--- src/rtl/key_entry_conditioner.sv ---
// ---------------------------------------------------------------------------
// key_entry_conditioner
//
// Front end for the combination-lock FSM. Turns the raw, bouncy, active-low
// pushbuttons and the asynchronous code switches into clean, single-cycle
// pulses plus a code snapshot that is valid on exactly the pulse cycle.
//
// Ports:
//   CLOCK_50        in   system clock, all state on the rising edge
//   Resetn          in   asynchronous active-low reset
//   KEY_validate_n  in   raw validate button (active-low, bouncy)
//   KEY_modify_n    in   raw modify button (active-low, bouncy)
//   SW[3:0]         in   raw code switches {d3,d2,d1,d0}
//   d_out[3:0]      out  code snapshot, loaded on each pulse, held otherwise
//   validate_pulse  out  one-cycle pulse per accepted validate press
//   modify_pulse    out  one-cycle pulse per accepted modify press
//   busy            out  high while either button FSM is not RELEASED
// ---------------------------------------------------------------------------

package kec_pkg;
   typedef enum logic [1:0] {
      ST_RELEASED     = 2'd0,
      ST_PRESS_WAIT   = 2'd1,
      ST_PRESSED      = 2'd2,
      ST_RELEASE_WAIT = 2'd3
   } btn_state_e;
endpackage

// ---------------------------------------------------------------------------
// kec_button_fsm
//
// Debounce FSM for one synchronized button.
//
// Ports:
//   clk_i       in   clock
//   rst_ni      in   asynchronous active-low reset
//   pressed_i   in   synchronized button level, 1 = pressed
//   suppress_i  in   drop the pulse of an acceptance on this cycle
//   accept_o    out  combinational: this edge moves PRESS_WAIT -> PRESSED
//   pulse_o     out  registered one-cycle pulse per accepted press
//   state_o     out  current FSM state (debug / checker visibility)
// ---------------------------------------------------------------------------
module kec_button_fsm #(
   parameter int unsigned DEBOUNCE_CYCLES = 1000000,
   parameter int unsigned CNT_W           = 20
) (
   input  logic                clk_i,
   input  logic                rst_ni,
   input  logic                pressed_i,
   input  logic                suppress_i,
   output logic                accept_o,
   output logic                pulse_o,
   output kec_pkg::btn_state_e state_o
);
   import kec_pkg::*;

   localparam logic [CNT_W-1:0] CNT_LAST = CNT_W'(DEBOUNCE_CYCLES - 1);

   btn_state_e       state_q;
   logic [CNT_W-1:0] cnt_q;
   logic             pulse_q;

   // The counter only advances while it is below CNT_LAST, so it saturates
   // there and never wraps.
   always_ff @(posedge clk_i or negedge rst_ni) begin
      if (!rst_ni) begin
         state_q <= ST_RELEASED;
         cnt_q   <= '0;
         pulse_q <= 1'b0;
      end else begin
         pulse_q <= 1'b0;
         case (state_q)
            ST_RELEASED: begin
               if (pressed_i) begin
                  state_q <= ST_PRESS_WAIT;
                  cnt_q   <= '0;
               end
            end
            ST_PRESS_WAIT: begin
               if (!pressed_i) begin
                  // Press bounce: give up without a pulse.
                  state_q <= ST_RELEASED;
                  cnt_q   <= '0;
               end else if (cnt_q == CNT_LAST) begin
                  state_q <= ST_PRESSED;
                  cnt_q   <= '0;
                  pulse_q <= !suppress_i;
               end else begin
                  cnt_q <= cnt_q + 1'b1;
               end
            end
            ST_PRESSED: begin
               if (!pressed_i) begin
                  state_q <= ST_RELEASE_WAIT;
                  cnt_q   <= '0;
               end
            end
            ST_RELEASE_WAIT: begin
               if (pressed_i) begin
                  // Release bounce: back to held, no new pulse.
                  state_q <= ST_PRESSED;
                  cnt_q   <= '0;
               end else if (cnt_q == CNT_LAST) begin
                  state_q <= ST_RELEASED;
                  cnt_q   <= '0;
               end else begin
                  cnt_q <= cnt_q + 1'b1;
               end
            end
            default: begin
               state_q <= ST_RELEASED;
               cnt_q   <= '0;
            end
         endcase
      end
   end

   assign accept_o = (state_q == ST_PRESS_WAIT) && pressed_i && (cnt_q == CNT_LAST);
   assign pulse_o  = pulse_q;
   assign state_o  = state_q;

endmodule

module key_entry_conditioner #(
   parameter int unsigned DEBOUNCE_CYCLES = 1000000,
   parameter int unsigned CNT_W           = 20
) (
   input  logic       CLOCK_50,
   input  logic       Resetn,
   input  logic       KEY_validate_n,
   input  logic       KEY_modify_n,
   input  logic [3:0] SW,
   output logic [3:0] d_out,
   output logic       validate_pulse,
   output logic       modify_pulse,
   output logic       busy
);
   import kec_pkg::*;

   // Two-flop synchronizers. Buttons reset to 1 (released) so a key held
   // through reset is seen as a fresh press once reset is removed.
   logic [1:0] kv_sync_q;
   logic [1:0] km_sync_q;
   logic [3:0] sw_meta_q;
   logic [3:0] sw_s_q;
   logic [3:0] d_out_q;

   always_ff @(posedge CLOCK_50 or negedge Resetn) begin
      if (!Resetn) begin
         kv_sync_q <= 2'b11;
         km_sync_q <= 2'b11;
         sw_meta_q <= 4'b0000;
         sw_s_q    <= 4'b0000;
      end else begin
         kv_sync_q <= {kv_sync_q[0], KEY_validate_n};
         km_sync_q <= {km_sync_q[0], KEY_modify_n};
         sw_meta_q <= SW;
         sw_s_q    <= sw_meta_q;
      end
   end

   logic       v_accept;
   logic       m_accept;
   logic       v_pulse;
   logic       m_pulse;
   btn_state_e v_state;
   btn_state_e m_state;

   kec_button_fsm #(
      .DEBOUNCE_CYCLES (DEBOUNCE_CYCLES),
      .CNT_W           (CNT_W)
   ) u_validate_fsm (
      .clk_i      (CLOCK_50),
      .rst_ni     (Resetn),
      .pressed_i  (!kv_sync_q[1]),
      .suppress_i (1'b0),
      .accept_o   (v_accept),
      .pulse_o    (v_pulse),
      .state_o    (v_state)
   );

   // On a simultaneous acceptance validate wins; the modify FSM still moves
   // to PRESSED so it cannot pulse later for the same press.
   kec_button_fsm #(
      .DEBOUNCE_CYCLES (DEBOUNCE_CYCLES),
      .CNT_W           (CNT_W)
   ) u_modify_fsm (
      .clk_i      (CLOCK_50),
      .rst_ni     (Resetn),
      .pressed_i  (!km_sync_q[1]),
      .suppress_i (v_accept),
      .accept_o   (m_accept),
      .pulse_o    (m_pulse),
      .state_o    (m_state)
   );

   // Snapshot the synchronized code on the same edge that raises a pulse.
   // A suppressed modify acceptance only coincides with a validate one, so
   // loading on either acceptance loads exactly when a pulse is emitted.
   always_ff @(posedge CLOCK_50 or negedge Resetn) begin
      if (!Resetn) begin
         d_out_q <= 4'b0000;
      end else if (v_accept || m_accept) begin
         d_out_q <= sw_s_q;
      end
   end

   assign d_out          = d_out_q;
   assign validate_pulse = v_pulse;
   assign modify_pulse   = m_pulse;
   assign busy           = (v_state != ST_RELEASED) || (m_state != ST_RELEASED);

endmodule

--- config.mk ---
export PLATFORM = sky130hd
export DESIGN_NAME = key_entry_conditioner
export DESIGN_NICKNAME = d
export VERILOG_FILES = /design/src/rtl/key_entry_conditioner.sv
export SDC_FILE = /design/constraint.sdc
export NUM_CORES = 1
export LEC_CHECK = 0
export BUFFER_PORTS_ARGS = -buffer_cell sky130_fd_sc_hd__buf_2
export CORE_ASPECT_RATIO = 1.25
export CORE_MARGIN = 2
export CORE_UTILIZATION = 61
export CTS_CLUSTER_SIZE = 12
export DETAILED_ROUTE_END_ITERATION = 12
export GPL_ROUTABILITY_DRIVEN = 0
export PLACE_DENSITY = 0.8
export SLEW_MARGIN = 20
export SYNTH_ARGS = -nofsm -noshare
export SYNTH_HDL_FRONTEND = slang
export SYNTH_HIERARCHICAL = 1
export SYNTH_SLANG_ARGS = --single-unit
--- constraint.sdc ---
create_clock -name CLOCK_50 -period 4.26 [get_ports CLOCK_50]
set_input_delay 0.213 -clock CLOCK_50 [delete_from_list [all_inputs] [get_ports CLOCK_50]]
set_output_delay 0.213 -clock CLOCK_50 [all_outputs]
set_load 0.005 [all_outputs]
==> flow_summary.yaml <==
status:
  status: "finished clean"
global_routing:
  grt_pass1_wl_mm: 10.6
  overflow: 0
  first_global_vias: 2382
  track_usage: 0.251
  antenna_found_initial: 0
  grt_start_max_net_pins: 63
die:
  die-area_sq_um: 5600
  die_y_microns: 83.2
  die_x_microns: 67.4
  start_util: 0.638
  core_area_sq_um: 4800
  rows: 28
  ioPinCount: 15
yosys:
  seq_area_frac_synth: 0.509
  synth-edff-count: 0
  syn_nets: 317
  synth_flop_cell: "dfrtp_1"
  synth-warning-count: 6
  synth_cell_types: 44
  synthCells: 307
  syn_area_sq_um: 3060
  synthArstFlopShare: 1.00
  synth_seq_cells: 62
  syn_area_per_cell_sq_um: 9.97
critical_path:
  timing.critical_path.buf_inv: 0
  path_delay_family: "simple AND/OR/NAND/NOR gates"
  critical_path.max_fanout: 24
  path_cells: "or4b_1, or4_4, o21ai_4, nand2_1, mux2_4"
  cp_slowest_stage_delay_ps: 550
  path_class: "reg -> reg"
  critPathLaunchType: "flip-flop"
  reg2reg_from: "u_validate_fsm/cnt_q[7]$_DFFE_PN0P_"
  worst-endpoint-required_ps: 4500
  critPathLaunch: "u_validate_fsm/cnt_q[7]$_DFFE_PN0P_"
  crit_arrival_ps: 2830
  endpoint_kind: "flip-flop"
  critPathSlowestCell: "or4b_1"
  r2r_slack_ps: 1670
  ff2ff_path_depth: 5
final_layout:
  n_fill_cell: 333
  drive_gt1_frac: 0.156
  layout_commonest_cell: "dfrtp_1"
  mostFrequentLayoutCells: "58 x dfrtp_1, 30 x nand2_1, 20 x nand3_1, 20 x nor2_1, 20 x o21ai_0"
  nets: 339
  antenna_cells: 0
  syn_to_final_growth_pct: 12.3
placement:
  dpl.hpwl_mm: 4.02
  place_ws_ps: 1720
  io_buffers: 14
drt:
  antenna_left: 0
  drtIter0Drc: 174
  wl_per_cell_microns: 15.9
  drc_errors: 0
  num_vias: 2444
  routed_wl_mm: 6.27
  drtPass1Iterations: 4
  vias_per_cell: 6.20
sta:
  finalCritPeriodShare: 0.608
  final-max-slew-violation-count: 0
  setup_viol: 0
  setup_ws_ps: 1670
  rsz0062_at_grt: "false"
  relSlewSlack: 0.494
  max_freq_ghz: 0.386
  max_slew.worst_pin.slew_ps: 759
  skew_ps: 11.1
  period_minus_slack_ps: 2590
  hold_violations: 0
  setup_tns_ps: 0
pwr:
  internal-power_w: 0.00114
  clkPwrFrac: 0.347
  p_comb_frac: 0.252
  peakVddDrop_mv: 0.323
  p_leak_nw: 1.64
  netSwitchingFraction: 0.334
  powerDensity_nw_per_um2: 497
  p_seq_frac: 0.400
  p_switching_w: 0.000571
clock_tree:
  htreeDepth: 3
  clk_pin_slew_ps: 70
  cts-root-buf: "clkbuf_8"
  cts_tree: "yes"
  clock_latency_ps: 350
  post_cts_buffers: 0
  cts_buffers: 9
  post_cts_resized: 0
  cts_sinks: 62
  ctsLongestPathBuffers: 2
worst_hold_path:
  min_path_type: "in -> async"
job:
  maxCapViolCount: 0
flip-flops by register name, summed over array words and instances, names as in the netlist, named ones only:
register,cells
d_out,4
km_sync_q,2
kv_sync_q,2
sw_meta_q,4
sw_s_q,4
u_modify_fsm/cnt_q,20
u_modify_fsm/pulse_o,1
u_modify_fsm/state_o,1
u_validate_fsm/cnt_q,20
u_validate_fsm/pulse_o,1
u_validate_fsm/state_o,1
per-stage QoR:
stage | instances | cell area [sq um] | hold WS [ps] | util | total power (W)
floorplan | 307 | 3060 | -82.6 | - | 0.00105
global placement | 372 | 3140 | 318 | 0.655 | 0.00110
detailed placement | 372 | 3140 | 321 | 0.655 | 0.00111
CTS | 394 | 3440 | 34.6 | 0.716 | 0.00171
global route | 394 | 3440 | 99.2 | 0.716 | 0.00180
finish | 394 | 3440 | 10.9 | 0.716 | 0.00171
cells by family (layout without fill, tap and decap cells):
logic type               count (synthesis)  in the layout  synth area share
AO/OA/AOI/OAI                           72             72             0.155
XOR/XNOR                                 4              4            0.0114
adder cells (fa/ha/maj)                  2              2           0.00818
buffers and inverters                   18             45            0.0327
flip-flops                              62             62             0.509
multiplexers                             8              8            0.0319
other                                    1              1           0.00123
AND/OR/NAND/NOR                        140            140             0.251
synth_stat cells (3+ instances only):
cell	n	area (sq um)
clkbuf_1	4	15.0
a21o_1	16	120
xor2_1	4	35.0
nor2_1	20	75.1
mux2_2	6	67.6
or3_1	4	25.0
nand4_1	6	37.5
and3_1	6	37.5
or4_1	3	22.5
nor3_1	10	50.1
o21ai_0	20	100
dfrtp_1	58	1450
inv_1	8	30.0
o21ai_1	16	80.1
and2_1	4	25.0
dfstp_2	4	105
nand2_1	30	113
buf_6	4	45.0
and4_1	4	35.0
nand3_1	20	100
o211ai_1	4	30.0
nor4_1	14	87.6
power by group through the flow:
stage               sequential (W)  combinational, W  clock [W]
finish                    0.000684          0.000431   0.000593
global route              0.000691          0.000481   0.000628
CTS                       0.000683          0.000424   0.000605
detailed placement        0.000693          0.000421          0
global placement          0.000689          0.000411          0
floorplan                 0.000680          0.000373          0
worst max path at each step:
| stage | to | depth (start not counted) |
|---|---|---|
| final | flip-flop | 5 |
| after detailed placement | flip-flop | 5 |
| after CTS | flip-flop | 5 |
| after global placement | flip-flop | 5 |
| after global routing | u_validate_fsm/cnt_q[19]$_DFFE_PN0P_ | 5 |
| after floorplan | d_out[0]$_DFFE_PN0P_ | 6 |
final cells by class:
type / count / area [sq um] / area share
clock inverter: 5 / 81.3 / 0.0237
inverter: 8 / 30.0 / 0.00874
sequential: 62 / 1560 / 0.453
timing repair buffer: 21 / 138 / 0.0401
clock buffer: 11 / 151 / 0.0441
multi-input combinational: 227 / 1400 / 0.409
tap: 60 / 75.1 / 0.0218
layer usage:
layer | up-vias | GRT usage | part of all wire
met3 | 17 | 0.0488 | 0.032
met2 | 57 | 0.415 | 0.52
li1 | 1168 | - | -
met5 | - | 0 | 0
met1 | 1202 | 0.299 | 0.42
met4 | 0 | 0.135 | 0.026
what timing repair did:
item / in CTS / in global routing
endpoints found under the setup margin: 0 / 0
hold buffers: 6 / 0
hold endpoints to repair: 6 / 0
Note: power is estimated with default switching activity, not from simulation.
